**src/rtl/wb_stage.sv**
```systemverilog
`default_nettype none
// +--------------------------------------------------------------------------+
// | wb_stage : one-entry writeback pipeline register selecting RF/CSR data.  |
// | Optional retire counter under macro WB_STAGE_RETIRE_CNT_EN. Rev 1.0      |
// +--------------------------------------------------------------------------+
module wb_stage #(
    parameter int XLEN      = 32,
    parameter int REG_AW    = 5,
    parameter int CSR_WEN_W = 4
) (
    input  logic                 clk,
    input  logic                 rst_n,
    input  logic                 in_valid,
    output logic                 in_ready,
    input  logic [XLEN-1:0]      in_pc,
    input  logic [XLEN-1:0]      in_ex_result,
    input  logic [XLEN-1:0]      in_mem_rdata,
    input  logic [XLEN-1:0]      in_csrs,
    input  logic [REG_AW-1:0]    in_rd,
    input  logic [CSR_WEN_W-1:0] in_csr_wen,
    input  logic                 in_r_wen,
    input  logic                 in_mem_ren,
    input  logic                 in_jump,
    input  logic                 in_branch,
    input  logic                 flush,
    input  logic                 wb_ready,
    output logic                 out_valid,
    output logic                 rf_wen,
    output logic [REG_AW-1:0]    rf_waddr,
    output logic [XLEN-1:0]      rf_wdata,
    output logic [CSR_WEN_W-1:0] csr_wen,
    output logic [XLEN-1:0]      csr_wdata,
    output logic                 branch_out,
    output logic [XLEN-1:0]      retire_pc
`ifdef WB_STAGE_RETIRE_CNT_EN
    ,
    output logic [63:0]          retire_cnt
`endif
);

    localparam logic [XLEN-1:0] PC_STEP = XLEN'(4);

    logic                 valid_q;
    logic [XLEN-1:0]      pc_q;
    logic [XLEN-1:0]      ex_result_q;
    logic [XLEN-1:0]      mem_rdata_q;
    logic [XLEN-1:0]      csrs_q;
    logic [REG_AW-1:0]    rd_q;
    logic [CSR_WEN_W-1:0] csr_wen_q;
    logic                 r_wen_q;
    logic                 mem_ren_q;
    logic                 jump_q;
    logic                 branch_q;

    logic accept;
    logic commit;

    assign in_ready = !valid_q || wb_ready;
    assign accept   = in_valid && in_ready && !flush;
    assign commit   = valid_q && wb_ready && !flush;

    always_ff @(posedge clk or negedge rst_n) begin
        if (!rst_n) begin
            valid_q     <= 1'b0;
            pc_q        <= '0;
            ex_result_q <= '0;
            mem_rdata_q <= '0;
            csrs_q      <= '0;
            rd_q        <= '0;
            csr_wen_q   <= '0;
            r_wen_q     <= 1'b0;
            mem_ren_q   <= 1'b0;
            jump_q      <= 1'b0;
            branch_q    <= 1'b0;
        end else begin
            // flush dominates; a drained slot empties only when nothing replaces it
            if (flush)         valid_q <= 1'b0;
            else if (accept)   valid_q <= 1'b1;
            else if (wb_ready) valid_q <= 1'b0;

            if (accept) begin
                pc_q        <= in_pc;
                ex_result_q <= in_ex_result;
                mem_rdata_q <= in_mem_rdata;
                csrs_q      <= in_csrs;
                rd_q        <= in_rd;
                csr_wen_q   <= in_csr_wen;
                r_wen_q     <= in_r_wen;
                mem_ren_q   <= in_mem_ren;
                jump_q      <= in_jump;
                branch_q    <= in_branch;
            end
        end
    end

    always_comb begin
        rf_wdata = ex_result_q;
        if (jump_q)               rf_wdata = pc_q + PC_STEP;
        else if (mem_ren_q)       rf_wdata = mem_rdata_q;
        else if (csr_wen_q != '0) rf_wdata = csrs_q;
    end

    assign out_valid  = valid_q;
    assign rf_wen     = commit && r_wen_q && (rd_q != '0);
    assign rf_waddr   = rd_q;
    assign csr_wen    = commit ? csr_wen_q : '0;
    assign csr_wdata  = ex_result_q;
    assign branch_out = commit && branch_q;
    assign retire_pc  = pc_q;

`ifdef WB_STAGE_RETIRE_CNT_EN
    logic [63:0] cnt_q;

    always_ff @(posedge clk or negedge rst_n) begin
        if (!rst_n)      cnt_q <= '0;
        else if (commit) cnt_q <= cnt_q + 64'd1;
    end

    assign retire_cnt = cnt_q;
`endif

endmodule
`default_nettype wire
```
**config.mk**
```make
export PLATFORM = sky130hd
export DESIGN_NAME = wb_stage
export DESIGN_NICKNAME = d
export VERILOG_FILES = /design/src/rtl/wb_stage.sv
export SDC_FILE = /design/constraint.sdc
export NUM_CORES = 1
export LEC_CHECK = 0
export BUFFER_PORTS_ARGS = -buffer_cell sky130_fd_sc_hd__buf_2
export CORE_MARGIN = 1
export CORE_UTILIZATION = 50
export DETAILED_ROUTE_END_ITERATION = 6
export HOLD_SLACK_MARGIN = 0.03
export PLACE_DENSITY_LB_ADDON = 0.3
export SETUP_SLACK_MARGIN = 0.3
export SLEW_MARGIN = 20
export SYNTH_ARGS = -nofsm -noshare
export SYNTH_HDL_FRONTEND = slang
export SYNTH_SLANG_ARGS = --single-unit
```
**constraint.sdc**
```tcl
create_clock -name clk -period 2.5 [get_ports clk]
set_input_delay 0.125 -clock clk [delete_from_list [all_inputs] [get_ports clk]]
set_output_delay 0.125 -clock clk [all_outputs]
set_load 0.05 [all_outputs]
```
After elaboration in Yosys (flattened, before gate mapping)
Cells that the tools add are included.

Div/mod/pow operators: 0. Eq/ne operators: 0. Shift-type cells: 0. Muxes and demuxes: 7. Multipliers: 0. Magnitude comparators: 0. Reduce and logical (&&, ||, !) cells: 13. Add/subtract/negate cells: 1. Bitwise gates (word level): 0.

Operator list (count): 2-to-1 mux 32 bit (3); adder 32 x 3 -> 32 bit, second input constant (1); logical AND 1 bit (7); nonzero test 5 bit (1); 2-to-1 mux 4 bit (1); nonzero test 4 bit (1); 2-to-1 mux 1 bit (3); nonzero test 3 bit (1); zero test 1 bit (2); logical OR 1 bit (1).

Flip-flop bits (word level): 142. Output and inout port bits: 109. Word-level logic and storage cells: 32. Memories: 0. RAM bits: 0. Bits in latches: 0. Bits in read-only memories: 0.

Depth between registers and ports, before layout
Gate-level depths: netlist (run 1).

Word-level depth: 6. Depth in mapped cells: 7.

Worst setup path before layout (run 1)
No wires, ideal clock.

Kind: reg2out. Start point: register pc_q[2] (netlist: retire_pc[2]). End point: output rf_wdata[26]. Arrival: 2.926 ns. Setup slack: -0.551 ns. Data required time: 2.375 ns. Cell stages (with the launch flop): 7. Path through: dfrtp_1 ha_1 clkbuf_1 nand3_1 or2_0 or4_1 a31oi_1.

Cells in the longest elaborated chain, start to end: 2.

Ends and longest elaborated chain: start, declared (line 44) `logic [XLEN-1:0] pc_q;`; start signal, assigned (line 82) `pc_q <= in_pc;`; adder 32 x 3 -> 32 bit (line 98) `if (jump_q) rf_wdata = pc_q + PC_STEP;`; 2-to-1 mux 32 bit (line 98); end, declared (line 30) `output logic [XLEN-1:0] rf_wdata,`.

Every way passes these cells.

Final worst setup path (run 1)
Start point: register csr_wen_q[0]. End point: output rf_wdata[26].

Cells in the longest elaborated chain, start to end: 4.

Ends and longest elaborated chain: start, declared (line 49) `logic [CSR_WEN_W-1:0] csr_wen_q;`; start signal, assigned (line 87) `csr_wen_q <= in_csr_wen;`; nonzero test 4 bit (line 100) `else if (csr_wen_q != '0) rf_wdata = csrs_q;`; 2-to-1 mux 32 bit (line 100); 2-to-1 mux 32 bit (line 99) `else if (mem_ren_q) rf_wdata = mem_rdata_q;`; 2-to-1 mux 32 bit (line 98).

Every way passes these cells.

==> results of run 1 <==
## state kept, by name, summed over array words and instances (netlist names)
register / count
branch_q: 1
csr_wdata: 32
csr_wen_q: 4
csrs_q: 32
jump_q: 1
mem_rdata_q: 32
mem_ren_q: 1
out_valid: 1
r_wen_q: 1
retire_pc: 32
rf_waddr: 5
## logic make-up (layout without fill, tap and decap cells)
family | after synthesis | count (layout)
AOI/OAI and AO/OA | 82 | 82
xor gates and xnor gates | 13 | 13
adders and majority gates | 1 | 1
buffers and inverters | 42 | 489
DFF | 142 | 142
muxes | 173 | 173
and+or+nand+nor | 124 | 124
## metal layers
layer,track usage [%],vias to the layer above
met4,17.05,0
met2,65.77,367
met1,43.08,3498
met5,0,-
li1,-,3004
met3,7.783,82
## repair_timing
item,CTS,global route
gates resized for setup,87,32
hold buffers,144,0
hold endpoints to repair,206,0
setup endpoints to repair,32,32
setup buffers,31,8
pin swaps,12,6
cloned,2,0
## where the power goes
| group | internal, uW | leakage (uW) | switching (uW) | total (uW) |
|---|---|---|---|---|
| sequential | 2700 | 0.00165 | 439 | 3140 |
| combinational | 1570 | 0.00324 | 2440 | 4010 |
| clock | 1770 | 0.000319 | 1000 | 2770 |
## through the flow
stage / instances / worst slack (ns) / hold WS (ns) / cell area (sq um) / power, uW
after floorplan: 577 / 0.1638 / -0.1706 / 7326 / 5401
after detailed placement: 983 / 0.2384 / 0.1788 / 8800 / 6303
final: 1200 / -0.05973 / 0.2754 / 11690 / 9921
after global routing: 1200 / -0.1336 / 0.3392 / 11690 / 10200
after CTS: 1192 / -0.01238 / 0.3001 / 11480 / 9638
after global placement: 983 / 0.2580 / 0.1666 / 8800 / 6232
## cell usage in the layout (no fill, tap or decap), types with 18 or more instances in the layout
cell / count
buf_2: 221
buf_4: 39
buf_6: 35
dfrtp_1: 119
dfrtp_2: 23
dlygate4sd3_1: 144
mux2_2: 137
mux2i_1: 18
nand2_1: 48
o211a_1: 18
## how the worst min path moves through the flow
stage               start                        end  depth (start not counted)
floorplan           rst_n       branch_q$_DFFE_PN0P_                          0
global placement    rst_n     csrs_q[22]$_DFFE_PN0P_                          1
detailed placement  rst_n  csr_wdata[24]$_DFFE_PN0P_                          1
CTS                 rst_n  csr_wdata[24]$_DFFE_PN0P_                          2
global route        rst_n  csr_wdata[24]$_DFFE_PN0P_                          2
finish              rst_n  csr_wdata[20]$_DFFE_PN0P_                          2
## area by class of cell
cell class / instances / area share (%)
Clock inverter: 11 / 1.381
Multi-Input combinational cell: 393 / 32.02
Timing Repair Buffer: 451 / 29.77
Inverter: 6 / 0.1927
Sequential cell: 142 / 30.64
Tap cell: 176 / 1.884
Clock buffer: 21 / 4.110
==> impl_metrics.json, run 1 <==
{
  "status": "complete, but fails checks",
  "violations": "negative setup slack",
  "synth_area_leaders": "dfrtp_1 (51%), mux2_2 (23%), mux2i_1 (4.1%)",
  "rsz0062_at_grt": "true",
  "worst_ep_required_time_ns": 2.38,
  "htreeDepth": 4,
  "dieArea_sq_um": 14550,
  "grt_pass1_vias": 7408,
  "port_buffers": 254,
  "synthesis.instances": 577,
  "leakage_uw": 0.005204,
  "critPathTopFamily": "buffers and inverters",
  "setup_slack_ns": -0.05973,
  "postRouteAntennaNets": 0,
  "path_clk_slew_ns": 0.06,
  "diodes": 0,
  "path_buf_inv": 4,
  "r2r_slack_ns": 0.50,
  "skew_ns": 0.008616,
  "tns_ns": -0.2891,
  "drtPass1Iterations": 5,
  "grt_max_degree": 76,
  "fill_cells": 613,
  "crit_type": "register to output port",
  "slew_headroom_pct": 38.04,
  "reg2regPathDepth": 4,
  "cts_buffers": 17,
  "yosysTopAreaCellShare_pct": 50.51,
  "drv_cap": 0,
  "topRoutingLayerUsed": "met4",
  "final_util_pct": 86.56,
  "route.detailed.wl_per_inst_microns": 22.83,
  "synth-xor-area-share_pct": 1.618,
  "vias": 6951,
  "reg2reg_from": "out_valid$_DFFE_PN0P_",
  "p_per_area_nw_per_um2": 848.7,
  "yosysMostFrequentCell": "mux2_2",
  "dr_wl_met2_mm": 14.10,
  "overflow": 0,
  "ioPinCount": 255,
  "gp_congestion": 0.9311,
  "synthAdderAreaFrac_pct": 0.1778,
  "tritoncts": "done",
  "synthMuxAreaShare_pct": 27.17,
  "drive_gt1_share_pct": 56.15,
  "wirelength_mm": 27.40,
  "cts_root_buf": "clkbuf_16",
  "yosys.area_share.simple_pct": 9.870,
  "grt_antenna_before_repair": 0,
  "die_y_microns": 120.6,
  "hold_class": "input pin to async pin",
  "fmax_mhz": 390.7,
  "tightest_slew_ns": 0.9294,
  "start_kind": "register",
  "ys_types": 47,
  "grt_pass1_wl_mm": 40.31,
  "cts_buffer_depth": 2,
  "synth-compound-area-share_pct": 8.270,
  "startpoint": "csr_wen_q[0]$_DFFE_PN0P_",
  "vias_per_cell": 5.793,
  "reg2reg_to": "csrs_q[9]$_DFFE_PN0P_",
  "wl_met3_mm": 1.803,
  "syn_area_sq_um": 7035,
  "arrival_ns": 2.43,
  "crit_chain": "nor4_4 > buf_12 > buf_12 > buf_6 > mux2i_2 > o211a_1 > a31oi_4 > buf_6",
  "drt-initial-drc-count": 585,
  "clk_latency_ns": 0.43,
  "syn_nets": 724,
  "syn_to_final_growth_pct": 66.16,
  "regArea_sq_um": 3582,
  "hold_violations": 0,
  "cp_max_fo": 7,
  "grt_usage_pct": 37.18,
  "multi_input_area_sq_um": 3744,
  "fin_nets": 1158,
  "synthFlopType": "dfrtp_1",
  "period_share_pct": 102.4,
  "slew_viol_final": 0,
  "synth-seq-cells": 142,
  "slowest_stage": "dfrtp_1",
  "cp-end-kind": "output port",
  "synth_warnings": 0,
  "dp_hpwl_mm": 14.93,
  "wl_met1_mm": 10.46,
  "cp.depth": 8,
  "synth_top_family_by_area": "multiplexers",
  "period_minus_slack_ns": 2.560,
  "cp-endpoint": "rf_wdata[26]",
  "ys_seq_area_share_pct": 50.51,
  "rows": 42,
  "avgSynthCellArea_sq_um": 12.19,
  "synth_area_leader_cell": "dfrtp_1",
  "cts.sinks": 142,
  "core_area_sq_um": 13510,
  "critPathMaxStageDelay_ns": 0.42,
  "setup_viol": 10,
  "synthTopCellsByCount": "mux2_2 (144), dfrtp_1 (142), nand2_1 (48)",
  "initial_core_util_pct": 52.09,
  "worst_ir_drop_vdd_mv": 0.5953,
  "drc": 0,
  "die-width_microns": 120.6,
  "synthArstFlopShare_pct": 100.0,
  "synth_edf_count": 0
}
Power figures use the tool's default switching activity.
==> inputs of run 2 (changes only) <==
--- a/config.mk
+++ b/config.mk
@@ -6,8 +6,10 @@
 export NUM_CORES = 1
 export LEC_CHECK = 0
 export BUFFER_PORTS_ARGS = -buffer_cell sky130_fd_sc_hd__buf_2
+export CELL_PAD_IN_SITES_DETAIL_PLACEMENT = 0
+export CELL_PAD_IN_SITES_GLOBAL_PLACEMENT = 2
 export CORE_MARGIN = 1
-export CORE_UTILIZATION = 50
+export CORE_UTILIZATION = 31
 export DETAILED_ROUTE_END_ITERATION = 6
 export HOLD_SLACK_MARGIN = 0.03
 export PLACE_DENSITY_LB_ADDON = 0.3
==> constraint.sdc (replaced) <==
create_clock -name clk -period 2.5 [get_ports clk]
set_input_delay 0 -clock clk [delete_from_list [all_inputs] [get_ports clk]]
set_output_delay 0 -clock clk [all_outputs]
set_load 0.05 [all_outputs]
==> run 2 against run 1 <==
  * The flow finishes with violations (design-rule violations)
  * Clock skew is 0.0028 ns higher
  * Final area is 0.62% lower
  * Register-to-register slack better by 0.04 ns
  * Wire length is 13% lower
  * Hold slack worse by 0.15 ns
  * Maximum frequency is 10% higher
  * Critical endpoint is now rf_wdata[24]
  * Highest routed layer unchanged
==> impl_metrics.json, run 2 (same netlist as run 1, synthesis figures left out) <==
{
  "status": "complete, but fails checks",
  "violations": "design-rule violations",
  "fmax_mhz": 430.8,
  "fin_nets": 1158,
  "grt_pass1_wl_mm": 37.49,
  "period_minus_slack_ns": 2.321,
  "path_clk_slew_ns": 0.06,
  "rsz0062_at_grt": "true",
  "drt-initial-drc-count": 254,
  "final_util_pct": 52.74,
  "dp_cells": 1087,
  "drtPass1Iterations": 7,
  "core_area_sq_um": 22030,
  "initial_core_util_pct": 31.94,
  "crit_type": "register to output port",
  "worst_ep_required_time_ns": 2.50,
  "clockPowerShare_pct": 27.0,
  "cts_buffer_depth": 2,
  "dieArea_sq_um": 23300,
  "tns_ns": 0,
  "path_common_cell": "or4_4",
  "diodes": 0,
  "drv_cap": 0,
  "p_seq_share_pct": 32.6,
  "finalNonFillerCells": 1303,
  "port_buffers": 254,
  "cts_buffers": 17,
  "path_buf_inv": 1,
  "overflow": 0,
  "tritoncts": "done",
  "crit_chain": "nand3_2 > or4_4 > or4_4 > a31oi_4 > buf_6",
  "postRouteAntennaNets": 0,
  "topRoutingLayerUsed": "met4",
  "switching_power_uw": 3682,
  "ioPinCount": 255,
  "leakage_uw": 0.005105,
  "rows": 54,
  "drive_gt1_share_pct": 54.06,
  "cp_max_fo": 6,
  "power_uw": 9419,
  "slew_headroom_pct": 59.66,
  "tightest_slew_ns": 0.6043,
  "slowest_stage": "or4_4",
  "stdcell_area_sq_um": 11620,
  "skew_ns": 0.01137,
  "setup_viol": 0,
  "die_y_microns": 152.7,
  "final_cell_mix": "buf_2 (221), mux2_2 (144), dlygate4sd3_1 (144), dfrtp_1 (120), buf_4 (50)",
  "drc": 17,
  "critPathTopFamily": "simple AND/OR/NAND/NOR gates",
  "grt_usage_pct": 20.81,
  "hold_violations": 0,
  "gp_congestion": 0.7828,
  "critPathMaxStageDelay_ns": 0.57,
  "worst_ir_drop_vdd_mv": 0.4023,
  "dr_wl_met2_mm": 11.75,
  "p_per_area_nw_per_um2": 810.8,
  "wl_met3_mm": 1.593,
  "clk_latency_ns": 0.42,
  "period_share_pct": 92.85,
  "dp_hpwl_mm": 16.57,
  "route.detailed.wl_per_inst_microns": 18.32,
  "arrival_ns": 2.32,
  "placed_area_sq_um": 8909,
  "cts_root_buf": "clkbuf_16",
  "combPwrFrac_pct": 40.4,
  "cts.sinks": 142,
  "grt_max_degree": 65,
  "syn_to_final_growth_pct": 65.13,
  "slew_viol_final": 0,
  "grt_pass1_vias": 6650,
  "wl_met1_mm": 10.37,
  "cp.depth": 5,
  "reg2regPathDepth": 4,
  "hold_class": "input pin to async pin",
  "cp-end-kind": "output port",
  "start_kind": "register",
  "final_common_cell": "buf_2",
  "wirelength_mm": 23.87,
  "die-width_microns": 152.7,
  "p_sw_share_pct": 39.10,
  "vias_per_cell": 4.842,
  "intPower_uw": 5736,
  "htreeDepth": 4,
  "vias": 6309,
  "grt_antenna_before_repair": 0
}
[run 2: metal layers]
layer | vias to the layer above | global-route usage [%]
met3 | 11 | 5.546
li1 | 2999 | -
met5 | - | 0
met1 | 3113 | 26.74
met4 | 0 | 4.089
met2 | 186 | 35.17
[run 2: final timing paths]
kind / from / end / slack, ns
setup reg to reg: out_valid$_DFFE_PN0P_ / csr_wdata[22]$_DFFE_PN0P_ / 0.54
min in group clk: in_valid / jump_q$_DFFE_PN0P_ / 0.32
hold reg to reg: mem_rdata_q[29]$_DFFE_PN0P_ / mem_rdata_q[29]$_DFFE_PN0P_ / 0.50
max in group asynchronous: rst_n / retire_pc[22]$_DFFE_PN0P_ / 1.53
hold / removal: rst_n / csr_wdata[19]$_DFFE_PN0P_ / 0.13
setup / recovery: retire_pc[15]$_DFFE_PN0P_ / rf_wdata[24] / 0.18
[run 2: cell type report]
class                      count  area (sq um)
clock buffer                  22         474.2
tap                          280         350.3
inverter                       6         22.52
timing repair buffer         451          3423
multi-input combinational    393          3656
sequential                   142          3581
fill                        1928         10410
clock inverter                 9         110.1
[run 2: timing repair]
action / 4_1_cts / 5_1_grt
hold endpoints to repair: 199 / 0
setup buffers: 35 / 5
endpoints found under the setup margin: 32 / 32
pin swaps: 14 / 7
gates resized for setup: 66 / 26
gates cloned: 1 / 0
hold buffers: 144 / 0
[run 2: power by group through the flow]
stage / combinational [uW] / sequential (uW) / clock [uW]
final: 3810 / 3070 / 2540
after global routing: 4020 / 3130 / 2730
after CTS: 3760 / 3060 / 2620
after detailed placement: 3220 / 3130 / 0
after global placement: 3200 / 3090 / 0
after floorplan: 1700 / 3690 / 0
[run 2: through the flow]
step / setup slack, ns / hold slack (ns)
after floorplan: 0.2416 / -0.2956
after global placement: 0.3501 / 0.006355
after detailed placement: 0.3093 / 0.02266
after CTS: 0.1534 / 0.1537
after global routing: 0.1133 / 0.1710
final: 0.1787 / 0.1290
